## config.mk

```make
export PLATFORM = sky130hd
export DESIGN_NAME = fetch_ctrl
export DESIGN_NICKNAME = d
export VERILOG_FILES = /design/src/rtl/fetch_ctrl_pkg.sv /design/src/rtl/fetch_buf.sv /design/src/rtl/fetch_ctrl.sv
export SDC_FILE = /design/constraint.sdc
export NUM_CORES = 1
export LEC_CHECK = 0
export ABC_AREA = 1
export CORE_ASPECT_RATIO = 0.8
export CORE_MARGIN = 2
export CORE_UTILIZATION = 35
export DETAILED_ROUTE_END_ITERATION = 6
export PLACE_DENSITY_LB_ADDON = 0.1
export SKIP_CTS_REPAIR_TIMING = 1
export SYNTH_ARGS = -nofsm -noshare
export SYNTH_HDL_FRONTEND = slang
export SYNTH_SLANG_ARGS = --single-unit
```

## constraint.sdc

```tcl
create_clock -name clk -period 3.9 [get_ports clk]
set_clock_uncertainty 0.2 [all_clocks]
set_input_delay 0.78 -clock clk [delete_from_list [all_inputs] [get_ports clk]]
set_output_delay 0.78 -clock clk [all_outputs]
set_load 0.02 [all_outputs]
```

## src/rtl/fetch_ctrl_pkg.sv

```systemverilog
// Shared types and constants for the instruction fetch sequencer.
package fetch_ctrl_pkg;

  localparam int unsigned INSN_BYTES = 4;

  typedef enum logic [2:0] {
    IDLE,
    REQ,
    WAIT,
    OUT,
    DRAIN,
    HALT
  } fetch_state_e;

endpackage

```

## src/rtl/fetch_buf.sv

```systemverilog
// Single-entry valid/ready holding register; flush drops the held entry but keeps the data.
module fetch_buf
  import fetch_ctrl_pkg::*;
#(
  parameter int unsigned W = 32
) (
  input  logic         clk,
  input  logic         rst_n,
  input  logic         load,
  input  logic         flush,
  input  logic         ready,
  input  logic [W-1:0] data,
  output logic         valid,
  output logic [W-1:0] q
);

  always_ff @(posedge clk or negedge rst_n) begin
    if (!rst_n) begin
      valid <= 1'b0;
      q     <= '0;
    end else if (load) begin
      valid <= 1'b1;
      q     <= data;
    end else if (flush || ready) begin
      valid <= 1'b0;
    end
  end

endmodule

```

## src/rtl/fetch_ctrl.sv

```systemverilog
// Fetch sequencer: owns the PC, one outstanding imem request, single-entry output buffer.
// Optional misaligned-redirect trap enabled by FETCH_CTRL_MISALIGN_TRAP_EN.
module fetch_ctrl
  import fetch_ctrl_pkg::*;
#(
  parameter int unsigned        AWIDTH   = 32,
  parameter int unsigned        DWIDTH   = 32,
  parameter logic [AWIDTH-1:0]  BASEADDR = AWIDTH'(32'h01000000)
) (
  input  logic              clk,
  input  logic              rst_n,
  input  logic              redirect_valid_i,
  input  logic [AWIDTH-1:0] redirect_pc_i,
  output logic              imem_req_valid_o,
  output logic [AWIDTH-1:0] imem_req_addr_o,
  input  logic              imem_req_ready_i,
  input  logic              imem_rsp_valid_i,
  input  logic [DWIDTH-1:0] imem_rsp_data_i,
  output logic              insn_valid_o,
  input  logic              insn_ready_i,
  output logic [DWIDTH-1:0] insn_o,
  output logic [AWIDTH-1:0] pc_o,
  output logic              misalign_o
);

  fetch_state_e      state_q, state_d;
  logic [AWIDTH-1:0] pc_q, pc_d, tgt_c;
  logic              mis_q, mis_d, req_valid_q;
  logic              redir_c, bad_c, buf_load_c, buf_flush_c;

  // Once trapped, further redirects are ignored so the faulting target stays visible.
  assign redir_c = redirect_valid_i & ~mis_q;

`ifdef FETCH_CTRL_MISALIGN_TRAP_EN
  assign tgt_c = redirect_pc_i;
  assign bad_c = redir_c & (|redirect_pc_i[1:0]);
`else
  assign tgt_c = redirect_pc_i & ~AWIDTH'(INSN_BYTES - 1);
  assign bad_c = 1'b0;
`endif

  always_ff @(posedge clk or negedge rst_n) begin
    if (!rst_n) begin
      state_q     <= IDLE;
      pc_q        <= BASEADDR;
      mis_q       <= 1'b0;
      req_valid_q <= 1'b0;
    end else begin
      state_q     <= state_d;
      pc_q        <= pc_d;
      mis_q       <= mis_d;
      req_valid_q <= (state_d == REQ);
    end
  end

  // Next state, PC update and buffer control.
  always_comb begin
    state_d     = state_q;
    pc_d        = pc_q;
    mis_d       = mis_q | bad_c;
    buf_load_c  = 1'b0;
    buf_flush_c = 1'b0;
    if (redir_c) pc_d = tgt_c;
    case (state_q)
      IDLE: state_d = bad_c ? HALT : REQ;
      REQ: begin
        if (redir_c) begin
          if (imem_req_ready_i) state_d = DRAIN;
          else                  state_d = bad_c ? HALT : REQ;
        end else if (imem_req_ready_i) begin
          state_d = WAIT;
        end
      end
      WAIT: begin
        if (redir_c) begin
          state_d = imem_rsp_valid_i ? (bad_c ? HALT : REQ) : DRAIN;
        end else if (imem_rsp_valid_i) begin
          buf_load_c = 1'b1;
          state_d    = OUT;
        end
      end
      OUT: begin
        if (redir_c) begin
          buf_flush_c = 1'b1;
          state_d     = bad_c ? HALT : REQ;
        end else if (insn_ready_i) begin
          pc_d    = pc_q + AWIDTH'(INSN_BYTES);
          state_d = REQ;
        end
      end
      DRAIN: begin
        if (imem_rsp_valid_i) state_d = (mis_q || bad_c) ? HALT : REQ;
      end
      HALT:    state_d = HALT;
      default: state_d = IDLE;
    endcase
  end

  fetch_buf #(.W(DWIDTH)) u_buf (
    .clk   (clk),
    .rst_n (rst_n),
    .load  (buf_load_c),
    .flush (buf_flush_c),
    .ready (insn_ready_i),
    .data  (imem_rsp_data_i),
    .valid (insn_valid_o),
    .q     (insn_o)
  );

  assign imem_req_valid_o = req_valid_q;
  assign imem_req_addr_o  = pc_q;
  assign pc_o             = pc_q;
  assign misalign_o       = mis_q;

endmodule

```

==> qor.csv <==
stage,metric,value,unit
floorplan,num_io_pins,169,
timing,timing.setup.tns,0,ps
power,clock_power_share,33.1,%
grt,grt_start_max_net_pins,37,
route,drc,0,
route,avgRoutedWirePerCell,15.1,um
synthesis,ys_types,35,
synthesis,synth_edf_count,0,
critical_path,cp-startpoint,redirect_valid_i,
route,dr.first_iter.drc_count,211,
synthesis,ys_seq_area_share,41.5,%
critical_path,cp-endpoint,imem_req_addr_o[17],
critical_path,r2r_cells,7,
synthesis,yosys.area.top_type_share,40.9,%
clock_tree,clkSinkCount,69,
final_layout,nNetsFinal,712,
min_path,hold_class,flop to flop,
timing,tightest_slew,835,ps
clock_tree,path_clk_slew,60,ps
synthesis,yosysWarnings,0,
synthesis,ys_ff_latch,69,
clock_tree,htreeDepth,3,
power,internal_power,1.70,mW
power,powerDensity,414,nW/um2
synthesis,syn_nets,574,
critical_path,reg2reg_slack,1580,ps
critical_path,startpoint_type,input port,
synthesis,yosys.area.top_type,dfrtp_1,
placed_design,gp_congestion,0.944,
floorplan,fp.dieH,102,um
timing,fmax,0.365,GHz
critical_path,crit_type,input port to flop,
placed_design,port_buffers,165,
critical_path,reg2reg_to,imem_req_addr_o[28],
synthesis,ys_top_cells_by_area,"dfrtp_1 41%, mux2_4 10%, nand2_1 9.5%",
power,vdd_drop_max,0.221,mV
clock_tree,clock_path_buffers,2,
outcome,status,"finished, final reports clean",
clock_tree,clock_latency,330,ps
critical_path,cp-end-kind,flop,
final_layout,fill_cells,1093,
synthesis,ys_top_cells_by_count,"105 x nand2_1, 69 x nor2_1, 68 x dfrtp_1",
critical_path,path_max_fanout,19,
floorplan,die-area,12800,um2
clock_tree,cts_made_buffers,9,
synthesis,synth_most_common_cell,nand2_1,
final_layout,multi_input_area,1880,um2
timing,finalHoldViolations,0,
power,comb_power_share,29.8,%
timing,relSlewSlack,44.3,%
final_layout,areaGrowthSynthToFinish,44.5,%
power,p_leak,2.77,nW
floorplan,core-area,11600,um2
grt,grt_pass1_wl,19100,um
placed_design,dp_hpwl,9050,um
power,switching_share,31.8,%
timing,finalCritPeriodShare,70.2,%
floorplan,die_w,126,um
final_layout,drive_gt1_share,10.2,%
synthesis,netlist_instances,503,
synthesis,synth_top_flop_cell,dfrtp_1,
timing,fin_ws,1160,ps
timing,rsz0062_at_grt,no,
timing,min_period,2740,ps
timing,setup_viol,0,
floorplan,initial_core_util,36.0,%
power,seq_power_share,37.0,%
final_layout,diodes,0,
critical_path,cp_data_arrival_time,2740,ps
clock_tree,root_buffer,clkbuf_16,
final_layout,final-seq-area,1730,um2
grt,antenna_found_initial,0,
clock_tree,cts_tree,built,
route,viasPerCell,4.82,
critical_path,cp.required,3900,ps
placed_design,dp_slack,821,ps
floorplan,rows,35,
route,wirelength,12000,um
synthesis,synth_area,4160,um2
power,power_switching,791,uW
job,cap_violations,0,
grt,grt_usage,19.0,%
route,ant_nets,0,
critical_path,r2r-start,imem_req_addr_o[3],
grt,grt_overflow,0,
route,vias,3828,
grt,grt_pass1_vias,3655,
timing,maxSlewViolCount,0,
synthesis,syn_area_per_cell,8.28,um2
synthesis,synthArstFlopShare,100,%
route,first_pass_iters,4,
power groups by stage:
stage	combinational [mW]	clock, mW	sequential, mW
finish	0.743	0.825	0.923
floorplan	0.327	0	1.01
global route	0.801	0.882	0.940
detailed placement	0.747	0	0.933
CTS	0.749	0.848	0.925
global placement	0.742	0	0.930
worst min path at each step:
| stage | startpoint | endpoint | slack [ps] | depth (start not counted) |
|---|---|---|---|---|
| floorplan | rst_n | imem_req_addr_o[0] | 280 | 0 |
| global placement | u_buf.q[28] | u_buf.q[28] | 290 | 1 |
| detailed placement | u_buf.q[22] | u_buf.q[22] | 290 | 1 |
| CTS | u_buf.q[28] | u_buf.q[28] | 310 | 1 |
| global route | u_buf.q[28] | u_buf.q[28] | 330 | 1 |
| finish | imem_req_addr_o[0] | imem_req_addr_o[0] | 310 | 2 |
metal layers:
| layer | vias to the layer above | part of all wire, % | wire [um] | track usage [%] |
|---|---|---|---|---|
| li1 | 1868 | - | - | - |
| met1 | 1815 | 49 | 5860 | 27.9 |
| met2 | 133 | 44 | 5300 | 27.5 |
| met3 | 12 | 6.2 | 751 | 4.75 |
| met4 | 0 | 0.95 | 114 | 5.83 |
| met5 | - | 0 | 0 | 0 |
layout by cell type, fill, tap and decap left out, drive strengths merged, types with 3 or more instances in the layout:
master         instances
nand4                  8
nor2                  72
xor2                   3
inv                   63
dfrtp                 68
clkdlybuf4s50        164
nand2                106
mux2                  32
xnor2                  5
buf                    6
nor3                   3
nand3                 23
o22ai                 12
clkinv                 6
clkbuf                10
o21ai                 28
a22oi                  5
a21oi                 18
registers in the layout, summed over array words and instances (netlist names):
signal	count
u_buf.q	32
imem_req_valid_o	1
imem_req_addr_o	32
state_q	3
u_buf.valid	1
final cells by class:
| class | count | share of cell area, % |
|---|---|---|
| clock buffer | 10 | 3.97 |
| clock inverter | 6 | 1.04 |
| inverter | 64 | 3.99 |
| multi-input combinational | 327 | 31.2 |
| sequential | 69 | 28.7 |
| tap | 148 | 3.08 |
| timing repair buffer | 170 | 28.0 |
kinds of logic after synthesis:
kind of cell	count (synthesis)	synth area share (%)
flip-flops	69	41.5
XOR/XNOR	8	1.68
AO/OA/AOI/OAI	70	9.52
other	1	0.0901
buffers and inverters	107	13.4
AND/OR/NAND/NOR	215	22.2
adder cells (fa/ha/maj)	1	0.300
multiplexers	32	11.3
critical path, cell delays in order:
cell	delay, ps
clkdlybuf4s50_1	580
clkinv_1	290
buf_4	300
nand2_2	270
inv_1	240
a22oi_1	170
o21ai_0	110
per-stage QoR:
| step | hold slack [ps] | utilization (%) | instance area [um2] | std cells | power, mW |
|---|---|---|---|---|---|
| 2_1_floorplan | 284 | - | 4160 | 503 | 1.34 |
| 3_3_place_gp | 291 | 49.4 | 5720 | 778 | 1.67 |
| 3_5_place_dp | 294 | 49.4 | 5720 | 778 | 1.68 |
| 4_1_cts | 308 | 52.0 | 6020 | 794 | 2.52 |
| 5_1_grt | 326 | 52.0 | 6020 | 794 | 2.62 |
| 6_report | 306 | 52.0 | 6020 | 794 | 2.49 |
(Power assumes the default switching activity.)
